===== config.mk =====
export PLATFORM = sky130hd
export DESIGN_NAME = token_renderer
export DESIGN_NICKNAME = d
export VERILOG_FILES = /design/src/rtl/token_renderer.sv
export SDC_FILE = /design/constraint.sdc
export NUM_CORES = 1
export LEC_CHECK = 0
export ABC_AREA = 1
export CAP_MARGIN = 30
export CELL_PAD_IN_SITES_DETAIL_PLACEMENT = 1
export CELL_PAD_IN_SITES_GLOBAL_PLACEMENT = 1
export CORE_AREA = 8 8 136 138
export DETAILED_ROUTE_END_ITERATION = 12
export DIE_AREA = 0 0 144 146
export GPL_TIMING_DRIVEN = 1
export PLACE_DENSITY_LB_ADDON = 0.05
export SYNTH_ARGS = -nofsm -noshare
export SYNTH_HDL_FRONTEND = slang
export SYNTH_SLANG_ARGS = --single-unit

===== constraint.sdc =====
create_clock -name clk -period 7.35 [get_ports clk]
set_input_delay 0.735 -clock clk [delete_from_list [all_inputs] [get_ports clk]]
set_output_delay 0.735 -clock clk [all_outputs]
set_load 0.02 [all_outputs]

===== src/rtl/token_renderer.sv =====
// token_renderer
//
// Moves the two player tokens on the VGA frame buffer. It compares each
// player's target box with the box it last drew. On a change it erases the
// old box with the board colour and then draws the new box in the player
// colour. Both players share one pixel port, and P1 is served first. If an
// erase uncovers part of the other player's token, that token is queued to
// be drawn again.
//
// Ports
//   clk         system clock
//   resetn      asynchronous active-low reset
//   p1_x/p1_y   P1 token top-left corner
//   p2_x/p2_y   P2 token top-left corner (P2_Y_OFFSET is added internally)
//   redraw_all  single-cycle request to redraw both tokens
//   x/y/colour  pixel coordinate and colour to the vga_adapter
//   plot        pixel write strobe
//   busy        high while a service is in progress
//   done        one-cycle pulse after a token draw completes

module token_renderer #(
    parameter int unsigned TOKEN_SZ    = 3,
    parameter logic [2:0]  P1_COLOUR   = 3'b001,
    parameter logic [2:0]  P2_COLOUR   = 3'b011,
    parameter logic [2:0]  BG_COLOUR   = 3'b111,
    parameter int unsigned P2_Y_OFFSET = 15
) (
    input  logic       clk,
    input  logic       resetn,
    input  logic [8:0] p1_x,
    input  logic [8:0] p1_y,
    input  logic [8:0] p2_x,
    input  logic [8:0] p2_y,
    input  logic       redraw_all,
    output logic [8:0] x,
    output logic [8:0] y,
    output logic [2:0] colour,
    output logic       plot,
    output logic       busy,
    output logic       done
);

    localparam int unsigned       CntW    = (TOKEN_SZ > 1) ? $clog2(TOKEN_SZ) : 1;
    localparam logic [CntW-1:0]   LastIdx = CntW'(TOKEN_SZ - 1);
    localparam logic signed [9:0] TokSz   = 10'(TOKEN_SZ);

    typedef enum logic [1:0] {StIdle, StErase, StDraw} state_e;

    state_e state_q, state_d;

    // Last box drawn for each player (index 0 = P1, 1 = P2)
    logic [1:0][8:0] drawn_x_q, drawn_x_d;
    logic [1:0][8:0] drawn_y_q, drawn_y_d;
    logic [1:0]      drawn_valid_q, drawn_valid_d;
    // Requests that are not visible from the coordinates alone (redraw, repair)
    logic [1:0]      pend_q, pend_d;

    logic            sel_q, sel_d;
    logic [8:0]      tgt_x_q, tgt_x_d;
    logic [8:0]      tgt_y_q, tgt_y_d;
    logic [CntW-1:0] col_q, col_d;
    logic [CntW-1:0] row_q, row_d;
    logic [8:0]      x_hold_q, x_hold_d;
    logic [8:0]      y_hold_q, y_hold_d;
    logic [2:0]      colour_hold_q, colour_hold_d;
    logic            done_q, done_d;

    logic [1:0][8:0]  t_x, t_y;
    logic [1:0]       change;
    logic [1:0]       req;
    logic             any_req;
    logic             pick;
    logic             pick_moves;
    logic             last_pix;
    logic             oth;
    logic signed [9:0] dx, dy;
    logic             overlap;
    logic             plotting;
    logic [8:0]       base_x, base_y;
    logic [8:0]       pix_x, pix_y;
    logic [2:0]       pix_colour;

    // ------------------------------------------------------------------
    // Targets and change detection
    // ------------------------------------------------------------------
    always_comb begin
        t_x = {p2_x, p1_x};
        t_y = {p2_y + 9'(P2_Y_OFFSET), p1_y};
    end

    always_comb begin
        change = '0;
        for (int k = 0; k < 2; k++) begin
            change[k] = !drawn_valid_q[k] || (t_x[k] != drawn_x_q[k]) ||
                        (t_y[k] != drawn_y_q[k]);
        end
    end

    // Coordinate changes are evaluated live. After a draw updates the drawn
    // registers, a finished service no longer requests itself, and a target
    // that moved during the service still shows up as a change.
    assign req        = pend_q | change | {2{redraw_all}};
    assign any_req    = |req;
    assign pick       = ~req[0];
    assign pick_moves = drawn_valid_q[pick] &&
                        ((drawn_x_q[pick] != t_x[pick]) || (drawn_y_q[pick] != t_y[pick]));

    assign last_pix = (col_q == LastIdx) && (row_q == LastIdx);

    // Overlap between the box being erased and the other player's box
    assign oth     = ~sel_q;
    assign dx      = $signed({1'b0, drawn_x_q[sel_q]} - {1'b0, drawn_x_q[oth]});
    assign dy      = $signed({1'b0, drawn_y_q[sel_q]} - {1'b0, drawn_y_q[oth]});
    assign overlap = drawn_valid_q[oth] && (dx < TokSz) && (dx > -TokSz) &&
                     (dy < TokSz) && (dy > -TokSz);

    // ------------------------------------------------------------------
    // Pixel generation
    // ------------------------------------------------------------------
    assign plotting = (state_q != StIdle);

    always_comb begin
        if (state_q == StErase) begin
            base_x     = drawn_x_q[sel_q];
            base_y     = drawn_y_q[sel_q];
            pix_colour = BG_COLOUR;
        end else begin
            base_x     = tgt_x_q;
            base_y     = tgt_y_q;
            pix_colour = sel_q ? P2_COLOUR : P1_COLOUR;
        end
        pix_x = base_x + 9'(col_q);
        pix_y = base_y + 9'(row_q);
    end

    // ------------------------------------------------------------------
    // FSM: state register
    // ------------------------------------------------------------------
    always_ff @(posedge clk or negedge resetn) begin
        if (!resetn) begin
            state_q <= StIdle;
        end else begin
            state_q <= state_d;
        end
    end

    // ------------------------------------------------------------------
    // FSM: next state
    // ------------------------------------------------------------------
    always_comb begin
        state_d = state_q;
        unique case (state_q)
            StIdle: begin
                if (any_req) begin
                    state_d = pick_moves ? StErase : StDraw;
                end
            end
            StErase: begin
                if (last_pix) begin
                    state_d = StDraw;
                end
            end
            StDraw: begin
                if (last_pix) begin
                    state_d = StIdle;
                end
            end
            default: state_d = StIdle;
        endcase
    end

    // ------------------------------------------------------------------
    // FSM: outputs
    // ------------------------------------------------------------------
    always_comb begin
        plot = plotting;
        busy = plotting;
        done = done_q;
        if (plotting) begin
            x      = pix_x;
            y      = pix_y;
            colour = pix_colour;
        end else begin
            x      = x_hold_q;
            y      = y_hold_q;
            colour = colour_hold_q;
        end
    end

    // ------------------------------------------------------------------
    // Datapath next state
    // ------------------------------------------------------------------
    always_comb begin
        drawn_x_d     = drawn_x_q;
        drawn_y_d     = drawn_y_q;
        drawn_valid_d = drawn_valid_q;
        pend_d        = pend_q | {2{redraw_all}};
        sel_d         = sel_q;
        tgt_x_d       = tgt_x_q;
        tgt_y_d       = tgt_y_q;
        col_d         = col_q;
        row_d         = row_q;
        x_hold_d      = x_hold_q;
        y_hold_d      = y_hold_q;
        colour_hold_d = colour_hold_q;
        done_d        = 1'b0;

        if (state_q == StIdle) begin
            if (any_req) begin
                // The target is frozen for the whole service
                sel_d        = pick;
                tgt_x_d      = t_x[pick];
                tgt_y_d      = t_y[pick];
                pend_d[pick] = 1'b0;
            end
        end else begin
            x_hold_d      = pix_x;
            y_hold_d      = pix_y;
            colour_hold_d = pix_colour;

            // Raster walk: column fastest, wrapping to zero after the last pixel
            if (col_q == LastIdx) begin
                col_d = '0;
                row_d = (row_q == LastIdx) ? '0 : row_q + 1'b1;
            end else begin
                col_d = col_q + 1'b1;
            end

            if (state_q == StErase && last_pix && overlap) begin
                pend_d[oth] = 1'b1;
            end

            if (state_q == StDraw && last_pix) begin
                drawn_x_d[sel_q]     = tgt_x_q;
                drawn_y_d[sel_q]     = tgt_y_q;
                drawn_valid_d[sel_q] = 1'b1;
                done_d               = 1'b1;
            end
        end
    end

    always_ff @(posedge clk or negedge resetn) begin
        if (!resetn) begin
            drawn_x_q     <= '0;
            drawn_y_q     <= '0;
            drawn_valid_q <= '0;
            pend_q        <= '0;
            sel_q         <= 1'b0;
            tgt_x_q       <= '0;
            tgt_y_q       <= '0;
            col_q         <= '0;
            row_q         <= '0;
            x_hold_q      <= '0;
            y_hold_q      <= '0;
            colour_hold_q <= '0;
            done_q        <= 1'b0;
        end else begin
            drawn_x_q     <= drawn_x_d;
            drawn_y_q     <= drawn_y_d;
            drawn_valid_q <= drawn_valid_d;
            pend_q        <= pend_d;
            sel_q         <= sel_d;
            tgt_x_q       <= tgt_x_d;
            tgt_y_q       <= tgt_y_d;
            col_q         <= col_d;
            row_q         <= row_d;
            x_hold_q      <= x_hold_d;
            y_hold_q      <= y_hold_d;
            colour_hold_q <= colour_hold_d;
            done_q        <= done_d;
        end
    end

endmodule


### Word level (Yosys, flattened, before mapping)

Index checks and enable logic that the tools add are counted.

* register bits after elaboration: 87
* input port bits: 39
* output and inout port bits: 24
* word-level logic and storage cells: 131

* add/subtract/negate cells: 7
* order comparisons: 10
* eq/ne operators: 13
* muxes and demuxes: 49
* bitwise gates (word level): 10
* reduce and logical (&&, ||, !) cells: 26

Operators by type and width (number)
* 2-to-1 mux 9 bit: 21
* inequality test 9 bit: 6
* bitwise mux 18 bit: 2
* greater-than comparator 10 x 3 -> 1 bit, second input constant: 2
* less-than comparator 10 x 3 -> 1 bit, second input constant: 2
* 2-to-1 mux 2 bit: 10
* subtractor 9 x 9 -> 10 bit: 2
* adder 9 x 2 -> 9 bit: 2
* logical AND 1 bit: 12
* bitwise OR 2 bit: 5
* adder 9 x 4 -> 9 bit, second input constant: 1
* demux 9 bit (select 1 bit): 1
* 2-to-1 mux 1 bit: 9
* == test 2 bit, second input constant: 3
* less-than comparator 1 x 2 -> 1 bit, second input constant: 3
* 2-to-1 mux 3 bit: 2
* inequality test 2 bit, second input constant: 3
* one-hot mux 2 bit (3 select lines): 1
* AND reduction 2 bit: 3
* logical OR 1 bit: 5
* adder 2 x 1 -> 2 bit, second input constant: 2
* demux 1 bit (select 1 bit): 3
* greater-or-equal comparator 1 bit, second input constant: 3
* inverter 1 bit: 3
* 8 further kinds: 9

### Depth between registers and ports, before layout

* depth in word-level cells: 14
* depth in mapped cells: 22
* gate-level depth less buffers: 19

### Worst setup path before layout

Ideal clock, no wire load.

* path type: flip-flop to output port
* start point: register state_q[0]
* end point: output x[6]
* arrival time: 3189 ps
* data required time: 6615 ps
* setup slack: 3426 ps
* cell stages (with the launch flop): 20
* buffers on the path: 4
* path through: dfrtp_1 inv_2 nor2_1 inv_1 buf_2 buf_2 clkbuf_1 buf_2 nand2_1 o21ai_0 ha_1 inv_1 fa_1 inv_1 nand2_1 nor2_1 inv_1 or2_1 xnor2_1 o21ai_0

* longest elaborated chain between the ends: 4
* elaborated cells between the ends (all ways): 5
* classes of those cells: add/sub (1); eq/ne (1); mux (2); reduce/logical (1)

RTL lines
* start: declaration: line 49 `state_e state_q, state_d;`
* start signal: assignment: line 141 `state_q <= StIdle;`
* start signal: assignment: line 143 `state_q <= state_d;`
* == test 2 x 1 -> 1 bit: line 123 `if (state_q == StErase) begin`
* 2-to-1 mux 9 bit: line 123
* adder 9 x 2 -> 9 bit: line 132 `pix_x = base_x + 9'(col_q);`
* 2-to-1 mux 9 bit *: line 179 `if (plotting) begin`
* end: declaration: line 35 `output logic [8:0] x,`

Every way passes the cells marked *; elsewhere a longest branch is shown, timed or not.

### Worst setup path in the final report

* start point: register sel_q
* end point: output x[7]

* longest elaborated chain between the ends: 5

RTL lines
* start: declaration: line 58 `logic sel_q, sel_d;`
* start signal: assignment: line 262 `sel_q <= sel_d;`
* 2-to-1 mux 9 bit (implied by the code) (2 in a row): line 124 `base_x = drawn_x_q[sel_q];`
* 2-to-1 mux 9 bit: line 123
* adder 9 x 2 -> 9 bit: line 132
* 2-to-1 mux 9 bit: line 179

Every way passes these cells. The select of a mux whose other input is x is not followed.

==> summary.md <==
### Routing
* **drt first-iter violations** 411
* **Vias per Instance** 5.26
* **final wirelength** 23400 µm
* **post-detailed-route DRC marker count** 0
* **First-pass DRT Iterations** 5
* **average routed wire per standard cell** 16.4 µm
* **vias after detailed routing** 7480
* **post-route antenna net violation count** 0

### Setup path
* **Worst setup EP type** primary output
* **top fanout value on the critical path** 78
* **required time at the worst-slack endpoint** 6.61 ns
* **type of the setup path with the least slack** flip-flop to primary output
* **reg2reg setup slack** 3.77 ns
* **kind of start point of the critical path** flip-flop
* **critical path data arrival time** 4.05 ns

### Global routing
* **residual overflow from global routing** 0
* **first-pass GRT wire length** 38400 µm
* **global-route usage over all layers** 0.230
* **via count of the first global-routing pass** 7400
* **antenna violations before repair** 0
* **maximum number of pins on one net before global-route repair** 79

### Timing
* **Max Clk Rate** 209 MHz
* **Finish-stage setup viols** 0
* **Worst-Margin Slew** 0.835 ns
* **hold violation total from the final report** 0
* **setup TNS** 0 ns
* **setup repair after global routing missed its margin** no
* **PnR worst setup slack** 2.57 ns
* **worst setup skew after layout** 0.00982 ns
* **final-report max-slew violation count** 0
* **post-layout min period** 4.78 ns
* **slew margin rel.** 0.443
* **fin crit share** 0.651

### Synthesis
* **Net Count, Synth** 1225
* **number of distinct standard cells referenced by the synthesized netlist** 39
* **sequential fraction of the synthesis area** 0.301
* **number of flops mapped to enable cells by yosys** 0
* **share of flip-flops with an asynchronous set or reset** 1.00
* **number of storage elements in the synthesis netlist** 87
* **Avg Synthesized Cell Area** 6.25 µm²
* **Cell Area, Synth** 7240 µm²
* **yosys synthesis warning count** 0
* **Syn Inst Count** 1159
* **flip-flop cell with the highest count after synthesis** sky130_fd_sc_hd__dfrtp_1

### Status
* **run status** finished, final reports clean

### Floorplanning
* **site row count** 47
* **number of top-level pins** 63
* **initial core utilization** 0.444
* **Die Y** 146 µm
* **width of the chip** 144 µm
* **Die Outline Area** 21000 µm²
* **core box area** 16300 µm²

### Clocking
* **root buffer selected by CTS** sky130_fd_sc_hd__clkbuf_16
* **clock-pin transition on the worst setup and hold timing paths** 0.07 ns
* **Sink Count** 87
* **clk_lat worst skew** 0.36 ns
* **number of H-tree levels** 3
* **setup repair bufs after CTS** 0
* **Inserted Clock Buffers** 9
* **clock tree from TritonCTS** done
* **number of hold buffers added after cts** 0
* **cells resized by post-CTS repair** 0
* **Max Root-Sink Buffers** 2

### Flow run
* **number of max-cap violations** 0

### Power and ir drop
* **power per unit of standard cell area** 314 nW/µm²
* **peak supply drop** 0.000181 V
* **overall power of the completed layout** 2.58 mW
* **LEAKAGE** 4.20 nW

### Cells and area
* **Nets** 1262
* **FILL cells** 2269
* **area grow syn2layout** 13.8%
* **fraction of layout instances using a drive strength above 1** 0.0491
* **most used cells in the layout excluding fill and tap cells** sky130_fd_sc_hd__nand2_1, sky130_fd_sc_hd__inv_1, sky130_fd_sc_hd__o21ai_0
* **leading cell type in the layout, fill and taps excluded** sky130_fd_sc_hd__nand2_1
* **Inserted Diodes** 0

### Placement
* **post-placement setup slack** 2.92 ns
* **count of input and output buffers** 62
* **placed wire-length estimate** 18200 µm
* **final weighted congestion in routability-driven placement** 0.869

### Worst hold path
* **path category of the worst min-delay check** input port to async pin

cells in the mapped netlist (8+ instances only):
library cell	number	area [µm²]
sky130_fd_sc_hd__nand2_1	459	1720
sky130_fd_sc_hd__inv_1	127	477
sky130_fd_sc_hd__o21ai_0	124	621
sky130_fd_sc_hd__dfrtp_1	87	2180
sky130_fd_sc_hd__nor2_1	67	251
sky130_fd_sc_hd__nand3_1	61	305
sky130_fd_sc_hd__nand4_1	27	169
sky130_fd_sc_hd__xor2_1	26	228
sky130_fd_sc_hd__ha_1	23	288
sky130_fd_sc_hd__inv_2	20	75.1
sky130_fd_sc_hd__a21oi_1	19	95.1
sky130_fd_sc_hd__buf_2	18	90.1
sky130_fd_sc_hd__o21ai_1	16	80.1
sky130_fd_sc_hd__clkbuf_1	14	52.6
sky130_fd_sc_hd__xnor2_1	8	70.1
report_power, final:
part           leakage [nW]  switching [mW]  total (mW)  internal [mW]
logic                  2.95           0.893        1.41          0.512
clock network         0.143           0.209       0.484          0.275
registers              1.11          0.0773       0.694          0.617
total                  4.20            1.18        2.58           1.40
layer usage:
metal	vias to the layer above	track usage	share of wire
met4	0	0.0510	0.012
met1	3588	0.329	0.50
li1	3730	-	-
met2	140	0.357	0.45
met3	22	0.0308	0.040
met5	-	0	0
per-stage QoR:
stage          utilization  hold slack (ns)  cell area (µm²)  cells
5_1_grt              0.506            0.301             8240   1421
3_3_place_gp         0.487            0.445             7940   1405
3_5_place_dp         0.487            0.449             7940   1405
2_1_floorplan            -            0.431             7240   1159
6_report             0.506            0.276             8240   1421
4_1_cts              0.506            0.288             8240   1421
kinds of logic after synthesis:
logic type / share of synthesized area
simple gates: 0.372
buf+inv: 0.111
xor+xnor: 0.0411
fa+ha+maj: 0.0508
flops: 0.301
compound gates: 0.124
worst paths after layout:
kind / startpoint / end / cells after the start
worst max-delay path: sel_q / x[7] / 16
worst min-delay path: resetn / drawn_x_q[3] / 1
worst max register to register: pend_q[0] / tgt_x_q[6] / 15
worst min register to register: colour_hold_q[0] / colour_hold_q[0] / 1
max in group asynchronous: resetn / sel_q / 2
min in group clk: colour_hold_q[0] / colour_hold_q[0] / 1
state kept, by name, indices dropped and copies added, names as in the netlist:
signal	cells
done	1
x_hold_q	9
y_hold_q	9
state_q	2
tgt_x_q	9
tgt_y_q	9
colour_hold_q	3
row_q	2
drawn_y_q	18
drawn_x_q	18
col_q	2
drawn_valid_q	2
sel_q	1
pend_q	2
cell type report:
type / instances / area [µm²] / share of cell area
Multi-Input combinational cell: 881 / 4260 / 0.517
Sequential cell: 87 / 2180 / 0.264
Timing Repair Buffer: 69 / 671 / 0.0814
Inverter: 148 / 556 / 0.0674
Tap cell: 220 / 275 / 0.0334
Clock buffer: 12 / 246 / 0.0299
Clock inverter: 4 / 55.1 / 0.00668
critical path, stage by stage, from the launching register on:
cell	delay [ns]
sky130_fd_sc_hd__dfrtp_2	0.34
sky130_fd_sc_hd__buf_4	0.53
sky130_fd_sc_hd__o21ai_0	0.35
sky130_fd_sc_hd__o21ai_0	0.42
sky130_fd_sc_hd__inv_1	0.09
sky130_fd_sc_hd__ha_1	0.29
sky130_fd_sc_hd__a21oi_1	0.06
sky130_fd_sc_hd__nor2_1	0.10
sky130_fd_sc_hd__inv_1	0.06
sky130_fd_sc_hd__nor2_1	0.13
sky130_fd_sc_hd__nand2_1	0.09
sky130_fd_sc_hd__nor2_1	0.10
sky130_fd_sc_hd__inv_1	0.06
sky130_fd_sc_hd__nor2_1	0.11
sky130_fd_sc_hd__xor2_1	0.08
sky130_fd_sc_hd__o21ai_0	0.23
sky130_fd_sc_hd__clkdlybuf4s50_1	0.65
(Power assumes the default switching activity.)
